## src/rtl/mux_n_to_1_scan.sv

```systemverilog
// Registered N-to-1 channel multiplexer with manual select and a round-robin
// scan mode that dwells DWELL enabled cycles on each channel.
module mux_n_to_1_scan #(
    parameter int N     = 4,
    parameter int W     = 1,
    parameter int DWELL = 4,
    localparam int SEL_W = (N > 1) ? $clog2(N) : 1
) (
    input  logic             clk,
    input  logic             rst,
    input  logic [N*W-1:0]   in,
    input  logic [SEL_W-1:0] sel,
    input  logic             mode,
    input  logic             en,
    output logic [W-1:0]     out,
    output logic [SEL_W-1:0] ch,
    output logic             valid,
    output logic             wrap
);

    localparam int CNT_W = (DWELL > 1) ? $clog2(DWELL) : 1;

    typedef enum logic {
        MANUAL = 1'b0,
        SCAN   = 1'b1
    } state_t;

    state_t             state_reg, state_next;
    logic [SEL_W-1:0]   ch_reg, ch_next;
    logic [CNT_W-1:0]   cnt_reg, cnt_next;
    logic [W-1:0]       out_reg, out_next;
    logic               valid_reg, valid_next;
    logic               wrap_reg, wrap_next;
    logic [W-1:0]       chan [N];
    logic [W-1:0]       pick_data;

    genvar gi;
    generate
        for (gi = 0; gi < N; gi++) begin : g_chan
            assign chan[gi] = in[gi*W +: W];
        end
    endgenerate

    always_comb begin
        state_next = state_reg;
        ch_next    = ch_reg;
        cnt_next   = cnt_reg;
        valid_next = 1'b0;
        wrap_next  = 1'b0;
        if (en) begin
            if (!mode) begin
                // Any enabled edge with mode low is a manual edge, including the exit from scan.
                state_next = MANUAL;
                ch_next    = sel;
                cnt_next   = '0;
                valid_next = (sel != ch_reg);
            end else begin
                case (state_reg)
                    MANUAL: begin
                        state_next = SCAN;
                        ch_next    = '0;
                        cnt_next   = '0;
                        valid_next = 1'b1;
                    end
                    SCAN: begin
                        if (cnt_reg == CNT_W'(DWELL - 1)) begin
                            cnt_next   = '0;
                            valid_next = 1'b1;
                            if (ch_reg == SEL_W'(N - 1)) begin
                                ch_next   = '0;
                                wrap_next = 1'b1;
                            end else begin
                                ch_next = ch_reg + SEL_W'(1);
                            end
                        end else begin
                            cnt_next = cnt_reg + CNT_W'(1);
                        end
                    end
                    default: state_next = MANUAL;
                endcase
            end
        end
    end

    // Out-of-range channel indices fall through the loop and select zero.
    always_comb begin
        pick_data = '0;
        for (int k = 0; k < N; k++) begin
            if (ch_next == SEL_W'(k)) begin
                pick_data = chan[k];
            end
        end
        out_next = en ? pick_data : out_reg;
    end

    always_ff @(posedge clk) begin
        if (rst) begin
            state_reg <= MANUAL;
            ch_reg    <= '0;
            cnt_reg   <= '0;
            out_reg   <= '0;
            valid_reg <= 1'b0;
            wrap_reg  <= 1'b0;
        end else begin
            state_reg <= state_next;
            ch_reg    <= ch_next;
            cnt_reg   <= cnt_next;
            out_reg   <= out_next;
            valid_reg <= valid_next;
            wrap_reg  <= wrap_next;
        end
    end

    assign out   = out_reg;
    assign ch    = ch_reg;
    assign valid = valid_reg;
    assign wrap  = wrap_reg;

endmodule

```

## config.mk

```make
export PLATFORM = sky130hd
export DESIGN_NAME = mux_n_to_1_scan
export DESIGN_NICKNAME = d
export VERILOG_FILES = /design/src/rtl/mux_n_to_1_scan.sv
export SDC_FILE = /design/constraint.sdc
export NUM_CORES = 1
export LEC_CHECK = 0
export ABC_AREA = 1
export BUFFER_PORTS_ARGS = -buffer_cell sky130_fd_sc_hd__buf_2
export CAP_MARGIN = 20
export CORE_AREA = 2 2 39 41
export CTS_BUF_LIST = sky130_fd_sc_hd__clkbuf_4 sky130_fd_sc_hd__clkbuf_8
export DETAILED_ROUTE_END_ITERATION = 10
export DIE_AREA = 0 0 41 43
export GPL_TIMING_DRIVEN = 0
export MAX_ROUTING_LAYER = met4
export SLEW_MARGIN = 20
export SYNTH_ARGS = -nofsm -noshare
export SYNTH_HDL_FRONTEND = slang
export SYNTH_SLANG_ARGS = --single-unit
export TNS_END_PERCENT = 50
```

## constraint.sdc

```tcl
create_clock -name clk -period 1.2 [get_ports clk]
set_input_delay 0.06 -clock clk [delete_from_list [all_inputs] [get_ports clk]]
set_output_delay 0.06 -clock clk [all_outputs]
set_load 0.005 [all_outputs]
```

Word level (Yosys, flattened, before mapping):

Cells that the tools add are included.
W data, S select, Z words.

* equal/unequal tests: 6
* mux-type cells: 17
* reduce and logical (&&, ||, !) cells: 3
* bitwise operators: 4
* add/sub/neg operators: 2

Operators by type and width (count)
* $mux W2: 6
* $eq A2 B2 Y1 const B: 4
* $mux W1: 8
* $pmux W2 S2: 2
* $reduce_or A5 Y1: 1
* $add A2 B1 Y2 const B: 2
* $not A1 Y1: 4
* $eq A2 B1 Y1 const B: 1
* $logic_not A2 Y1: 1
* $ne A2 B2 Y1: 1
* $pmux W1 S2: 1
* $reduce_or A2 Y1: 1

* bits in registers: 8
* bits of input ports: 10
* logic and storage cells: 38

Depth between registers and ports, before layout:

Gate-level depths: netlist of run 1.

* word-level depth: 11
* mapped depth: 12
* mapped depth without buffers: 12

Least setup slack after synthesis of run 1:

Ideal clock, no wire load.

* path type: register to register
* from: reg ch_reg[0], in the netlist ch[0]
* to: reg out_reg, in the netlist out
* path buffers: 0
* slack: -0.124 ns
* arrival time: 1.215 ns
* stages on the path, launching flop included: 10
* clock period less this slack: 1.324 ns
* cells stage by stage: dfxtp_1 ha_1 nand3_1 nand3_1 a21oi_4 inv_1 nand3_1 nand3_1 nand2_1 inv_1

* longest elaborated chain between the ends: 11

Ends and longest elaborated chain
* start: declaration: line 29 `logic [SEL_W-1:0] ch_reg, ch_next;`
* start signal: assignment: line 106 `ch_reg <= ch_next;`
* $add A2 B1 Y2 / $eq A2 B2 Y1 (equally long branches): line 73, 69
* $mux W2: line 69 `if (ch_reg == SEL_W'(N - 1)) begin`
* $mux W2: line 66 `if (cnt_reg == CNT_W'(DWELL - 1)) begin`
* $pmux W2 S2: line 58 `case (state_reg)`
* $mux W2: line 51 `if (!mode) begin`
* $mux W2 (*): line 50 `if (en) begin`
* $logic_not A2 Y1: line 89 `if (ch_next == SEL_W'(k)) begin`
* $mux W1 (3 in series): line 89
* $mux W1 (*): line 89
* end signal: assignment: line 108 `out_reg <= out_next;`
* end: declaration: line 31 `logic [W-1:0] out_reg, out_next;`

Mark *: on every way between the ends. The rest lies on a longest branch, timed or not.
A chain may end at the register's enable or synchronous reset.

Worst setup path after layout of run 1:

* from: reg cnt_reg[0]
* to: reg out_reg, in the netlist out

* longest elaborated chain between the ends: 10

Ends and longest elaborated chain
* start: declaration: line 30 `logic [CNT_W-1:0] cnt_reg, cnt_next;`
* start signal: assignment: line 107 `cnt_reg <= cnt_next;`
* $eq A2 B2 Y1 (*): line 66
* $mux W2 (*): line 66
* $pmux W2 S2 (*): line 58
* $mux W2 (*): line 51
* $mux W2 (*): line 50
* $logic_not A2 Y1: line 89
* $mux W1 (3 in series): line 89
* $mux W1 (*): line 89

Marked as above.

==> results by group, run 1 <==
Critical path
  • Setup CP Type: register to register
  • Largest stage delay on the critical path: about 0.33 ns
  • Worst-path cell chain: ha_4 > buf_4 > nand3_2 > nand3_2 > a21oi_4 > inv_1 > nand3_1 > nand3_1 > nand2_1 > inv_1
  • Worst R2R Path Depth: 10
  • Worst-path fanout max: 3
  • Critical path data required time: around 1.4 ns
  • CP arrival: 1.47 ns
  • Element type at the critical path end: register
  • Startpoint class of the critical path: register
  • Slowest-stage cell, CP: dfxtp_2

Floorplanning
  • Initial core utilization: 0.3445
  • DIE HEIGHT: approximately 43 um
  • Die width: slightly above 40 um
  • Die area: between 0.0015 and 0.002 sq mm
  • IO Pins: 15
  • Area of the core: 0.001384 sq mm
  • Row Count: 14

Synthesis
  • Post-Syn Area: 476.7 sq um
  • Synth Warn #: 0
  • Sequential fraction of the synthesis area: 0.3360
  • Syn Area/Cell: about 7.2 sq um
  • Largest area contributor in the netlist: dfxtp_1
  • Unique masters post-synth: 20
  • Yosys reg bits: 8
  • Synth top area cells: dfxtp_1 34%, nand3_1 9.4%, nand2_1 9.4%, inv_1 5.5%, ha_1 5.2%
  • Post-synth top area share: 0.3360
  • Syn Nets: 78
  • Syn Inst Count: 66

Clock tree
  • Clock Latency Late Sink: 0.26 ns
  • H-Tree Depth: 1
  • Clk pin slew, worst setup/hold paths: approximately 0.06 ns
  • Clock buffer depth: 2
  • CTS tree: done
  • Clk sink count: 8
  • Number of CTS-inserted buffers: 3
  • Root Buffer: clkbuf_4

GRT
  • GRT met3 Usage: 0.03141
  • Vias in the first global route: approximately 460
  • Pin count of the biggest net entering global routing: 10
  • Initial antenna violation count: 0
  • First-pass GRT wire length: ~1800 um
  • M2 GR Usage: 0.2438
  • GR peak layer: met2
  • Global router's overall resource usage: 0.1665
  • GRT met1 Usage: 0.1827
  • GRT Residual Overflow: 0

Timing
  • # setup viols final: 1
  • Slew @ Worst Pin: ~0.19 ns
  • FMAX: roughly 0.76 GHz
  • Final Max Tran Viols: 0
  • Fin. Hold Viols: 0
  • Clk_skew: 0.003034 ns
  • Setup ws final: -0.1094 ns
  • Final period util: 1.091
  • Worst slew margin: 0.8723
  • WHS: about 0.027 ns
  • Minimum clock period: about 1.3 ns
  • Unrepaired setup endpoints after global routing: true

Hold path
  • Worst Hold Depth: 2
  • Hold Path Class: input pin to register

Place
  • Placer Congestion: about 0.66
  • HPWL Detailed: approximately 700 um
  • Pre-CTS setup slack: -0.2042 ns
  • PortBufs: 13

Routing
  • WL per Instance: around 10 um
  • First-pass DRT Iterations: 4
  • Vias per cell: between 4 and 5
  • Routed Antenna Nets: 0
  • Vias: 493
  • Drt drc: 0
  • Iter 0 DRT Violations: 7
  • Detailed Route WL: 1076 um

Final layout
  • Final net count: 101
  • Ant. Diodes: 0
  • Area Overhead vs Synth: 42.78%
  • Share of layout cells above drive strength 1: 0.5402
  • Filler cells: between 100 and 150
  • Final Util: 0.4919

Flow run
  • Max-cap violations: 0

Power and ir drop
  • Maximum vdd drop: slightly above 0.4 mV
  • Pleak: roughly 0.34 nW
  • Pwr/cell area: about 960 mW/mm^2

Outcome
  • Violated checks: negative setup slack
  • Outcome: finished, violations left
## placed cells by master (no fill, tap or decap), types with 2 or more instances in the layout
| cell type | n |
|---|---|
| nand2_1 | 8 |
| inv_2 | 5 |
| a21oi_1 | 2 |
| nor2_1 | 6 |
| inv_1 | 6 |
| nand2_2 | 8 |
| ha_4 | 2 |
| dfxtp_1 | 3 |
| nand3_2 | 4 |
| nand3_1 | 6 |
| dfxtp_2 | 4 |
| xor2_1 | 2 |
| buf_4 | 5 |
| buf_2 | 13 |
| clkbuf_4 | 3 |
## layout make-up
class | count | area, sq um | area share
multi-input cells | 46 | 314.1 | 0.4614
clock buffers | 3 | 22.52 | 0.03309
inverters | 11 | 41.29 | 0.06066
well taps | 16 | 20.02 | 0.02941
repair buffers | 18 | 102.6 | 0.1507
flip-flops and latches | 8 | 168.9 | 0.2482
plain buffers | 1 | 11.26 | 0.01654
## routing by layer
metal | up-vias | part of all wire
met5 | - | 0
met4 | 0 | 0.030
met3 | 4 | 0.044
met2 | 13 | 0.50
met1 | 219 | 0.43
li1 | 257 | -
## synthesized netlist by cell type
library cell,n
or2_0,1
xor2_1,2
nor3_1,1
o21bai_1,1
a32oi_1,1
a31oi_1,1
inv_2,4
a21oi_4,1
inv_1,7
nand3_2,1
dfxtp_1,8
a21oi_1,2
nand2_2,4
nand3_1,9
ha_1,2
a211oi_1,1
or2_1,1
nor2_1,6
buf_6,1
nand2_1,12
## power by group
part           internal [mW]  switching [mW]  leakage, nW
combinational         0.0662          0.0709        0.258
clock                  0.115           0.107       0.0138
sequential             0.278          0.0135       0.0679
total                  0.460           0.191        0.340
## path summary, 6_finish.rpt
| kind | slack [ns] | startpoint | endpoint |
|---|---|---|---|
| worst max-delay path | -0.11 | cnt_reg[0]$_SDFFE_PP0P_ | out$_SDFFE_PP0P_ |
| worst max register to register | -0.11 | cnt_reg[0]$_SDFFE_PP0P_ | out$_SDFFE_PP0P_ |
| worst min register to register | 0.52 | state_reg$_SDFFE_PP0P_ | state_reg$_SDFFE_PP0P_ |
| worst min-delay path | 0.03 | en | cnt_reg[0]$_SDFFE_PP0P_ |
## repair_timing
item / in CTS / in global routing
endpoints found under the hold margin: 0 / 0
hold buffers: 0 / 0
buffers inserted: 4 / 1
resized for setup: 11 / 3
pin swaps: 7 / 5
setup endpoints to repair: 1 / 2
## kinds of logic after synthesis
family                   count (synthesis)  synth area share
adder cells (fa/ha/maj)                  2           0.05249
AO/OA/AOI/OAI                            7            0.1181
XOR/XNOR                                 2           0.03675
buffers and inverters                   12            0.1102
flip-flops                               8            0.3360
AND/OR/NAND/NOR                         35            0.3464
## through the flow
stage | area, sq um | std cells | total power [mW] | TNS, ns
after floorplan | 484.2 | 66 | 0.3726 | -0.09018
after global placement | 569.3 | 95 | 0.4127 | -0.1799
after detailed placement | 569.3 | 95 | 0.4149 | -0.2042
after CTS | 666.9 | 102 | 0.6615 | -0.09175
after global routing | 680.7 | 103 | 0.6923 | -0.1850
final | 680.7 | 103 | 0.6511 | -0.1094
## worst max-delay path, delay by kind of cell, from the launching register on
kind                       cells  cell delay [ns]
adders and majority gates      1             0.17
DFF                            1             0.33
buffers and inverters          3             0.22
and+or+nand+nor                5             0.35
AOI/OAI and AO/OA              1             0.15
Note: power is estimated with default switching activity, not from simulation.
==> run 2: changes to the inputs <==
--- a/config.mk
+++ b/config.mk
@@ -5,7 +5,7 @@
 export SDC_FILE = /design/constraint.sdc
 export NUM_CORES = 1
 export LEC_CHECK = 0
-export ABC_AREA = 1
+export ABC_AREA = 0
 export BUFFER_PORTS_ARGS = -buffer_cell sky130_fd_sc_hd__buf_2
 export CAP_MARGIN = 20
 export CORE_AREA = 2 2 39 41
==> constraint.sdc (replaced) <==
create_clock -name clk -period 1.46 [get_ports clk]
set_input_delay 0.073 -clock clk [delete_from_list [all_inputs] [get_ports clk]]
set_output_delay 0.073 -clock clk [all_outputs]
set_load 0.005 [all_outputs]
==> results by group, run 2 <==
Outcome
  • Outcome: finished, final reports clean

Timing
  • Final Max Tran Viols: 0
  • Fin. Hold Viols: 0
  • Slew @ Worst Pin: 0.2089 ns
  • Minimum clock period: around 1.4 ns
  • Unrepaired setup endpoints after global routing: true
  • # setup viols final: 0
  • Setup ws final: approximately 0.065 ns
  • Clk_skew: 0.004460 ns
  • Worst slew margin: 0.8598
  • FMAX: 0.7168 GHz
  • WHS: ~0.074 ns
  • Final period util: 0.9556

Floorplanning
  • Area of the core: between 0.001 and 0.0015 sq mm
  • Initial core utilization: 0.3174
  • Row Count: 14
  • DIE HEIGHT: around 43 um
  • IO Pins: 15
  • Die width: 41 um
  • Die area: ~0.0018 sq mm

Synthesis
  • Syn Area/Cell: between 9 and 10 sq um
  • Syn Nets: 59
  • Synth top cells by count: 8 x dfxtp_1, 6 x nor2_1, 5 x mux2i_1
  • Post-synth top area share: 0.3647
  • Unique masters post-synth: 26
  • EDFF count, synth: 0
  • Synth top area cells: dfxtp_1 36%, mux2i_1 11%, ha_1 5.7%, nor2_1 5.1%, a21oi_2 4.0%
  • Yosys reg bits: 8
  • Synth Warn #: 0
  • Post-synth top flop: dfxtp_1
  • Async set-reset flop share out of synthesis: 0
  • Most numerous cell in the Yosys netlist: dfxtp_1
  • Sequential fraction of the synthesis area: 0.3647
  • Post-Syn Area: ~440 sq um
  • Largest area contributor in the netlist: dfxtp_1
  • Syn Inst Count: 47

Place
  • HPWL Detailed: 724.8 um
  • Placed inst area: approximately 530 sq um
  • Placer Congestion: between 0.7 and 0.8
  • Pre-CTS setup slack: -0.04885 ns
  • PortBufs: 14

Critical path
  • Startpoint class of the critical path: register
  • CP Capture Point: out$_SDFFE_PP0P_
  • Slowest-stage cell, CP: dfxtp_4
  • Worst R2R Path Depth: 6
  • R2R setup slack: approximately 0.065 ns
  • CP arrival: approximately 1.5 ns
  • Reg-to-Reg End: out$_SDFFE_PP0P_
  • Setup CP Type: register to register
  • Largest stage delay on the critical path: between 0.3 and 0.4 ns
  • Worst-path cell chain: ha_4 > nand4bb_1 > o21ai_2 > mux2i_1 > a32oi_1 > o31ai_1
  • Critical path data required time: roughly 1.6 ns
  • Worst-path fanout max: 2
  • Worst Setup SP: ch[0]$_SDFF_PP0_
  • R2r startpoint: ch[0]$_SDFF_PP0_
  • Element type at the critical path end: register

Routing
  • WL per Instance: 12.27 um
  • Drt drc: 0
  • First-pass DRT Iterations: 3
  • Vias per cell: between 4 and 5
  • Vias: 400
  • Routed Antenna Nets: 0
  • Iter 0 DRT Violations: 1
  • Detailed Route WL: 1006 um

Power and ir drop
  • Pleak: 0.2557 nW
  • Maximum vdd drop: roughly 0.63 mV
  • Pwr/cell area: just over 800 mW/mm^2
  • Tot Pwr: ~490 uW

GRT
  • Vias in the first global route: 385
  • First-pass GRT wire length: between 1500 and 2000 um
  • GRT Residual Overflow: 0
  • Initial antenna violation count: 0
  • Global router's overall resource usage: 0.1434
  • Pin count of the biggest net entering global routing: 11

Final layout
  • Final Util: 0.4349
  • Most common cell after layout, fill and taps aside: buf_2
  • Fin area: ~600 sq um
  • Seq. cell area: between 150 and 200 sq um
  • Area Overhead vs Synth: 37.04%
  • Commonest cells after routing, fill and taps aside: 14 x buf_2, 6 x nor2_1, 5 x mux2i_1
  • Ant. Diodes: 0
  • Multi-input logic area: slightly below 300 sq um
  • Share of layout cells above drive strength 1: 0.4848
  • Filler cells: between 100 and 150
  • Final net count: 80

Clock tree
  • Clk sink count: 8
  • Clk pin slew, worst setup/hold paths: about 0.06 ns
  • H-Tree Depth: 1
  • Clock buffer depth: 2
  • CTS tree: done
  • Number of CTS-inserted buffers: 3
  • Clock Latency Late Sink: ~0.25 ns
  • Root Buffer: clkbuf_4

Hold path
  • Hold Path Class: input pin to register
  • Worst Hold Depth: 2

Flow run
  • Max-cap violations: 0
run 2: cell count changes after synthesis, sizes merged, moves of 5 or more:
cell   before  now
nand2      16    2
nand3      10    0
inv        11    2
mux2i       0    5
run 2: worst min-delay path by stage:
stage | start | slack [ns] | end
after detailed placement | rst | 0.35 | cnt_reg[1]$_SDFFE_PP0P_
after global routing | rst | 0.09 | cnt_reg[0]$_SDFFE_PP0P_
final | rst | 0.07 | cnt_reg[1]$_SDFFE_PP0P_
after global placement | rst | 0.35 | cnt_reg[1]$_SDFFE_PP0P_
after CTS | rst | 0.08 | cnt_reg[1]$_SDFFE_PP0P_
after floorplan | rst | 0.14 | cnt_reg[1]$_SDFFE_PP0P_
run 2: metal layers:
| metal | GRT usage | wire length (um) | vias to the layer above |
|---|---|---|---|
| li1 | - | - | 217 |
| met1 | 0.2013 | 477 | 172 |
| met2 | 0.1719 | 461 | 11 |
| met3 | 0.07853 | 67 | 0 |
| met4 | 0.04667 | 0 | 0 |
| met5 | - | 0 | - |
run 2: logic make-up after synthesis:
kind of cell | Yosys count | share of synthesized area
compound gates | 11 | 0.1824
xor+xnor | 2 | 0.03989
fa+ha+maj | 2 | 0.05697
buf+inv | 3 | 0.03418
flops | 8 | 0.3647
mux | 5 | 0.1140
simple gates | 16 | 0.2080
run 2: repair_timing:
| action | in CTS | in global routing |
|---|---|---|
| setup buffers | 1 | 1 |
| resized for setup | 3 | 7 |
| pin swaps | 3 | 3 |
| endpoints found under the setup margin | 1 | 1 |
| hold buffers | 0 | 0 |
run 2: cell type report:
type	instances	share of cell area
tap	16	0.03326
multi-input combinational	36	0.4802
buffer	1	0.01247
clock buffer	3	0.03742
timing repair buffer	16	0.1414
sequential	8	0.2827
inverter	2	0.01247
run 2: through the flow:
step / setup TNS (ns) / std cells
after floorplan: 0 / 47
after detailed placement: -0.04885 / 77
after CTS: 0 / 81
after global placement: -0.01499 / 77
after global routing: -0.08096 / 82
final: 0 / 82
run 2: report_power, final:
group          switching [mW]  internal [mW]  leakage, nW  total [mW]
clock network          0.0752         0.0941       0.0138       0.169
registers             0.00763          0.226       0.0678       0.234
logic                  0.0410         0.0412        0.174      0.0822
run 2: worst max-delay path, delay by kind of cell, from the launching register on:
family | cells | cell delay [ns]
compound gates | 3 | 0.47
fa+ha+maj | 1 | 0.15
flops | 1 | 0.35
mux | 1 | 0.09
simple gates | 1 | 0.20
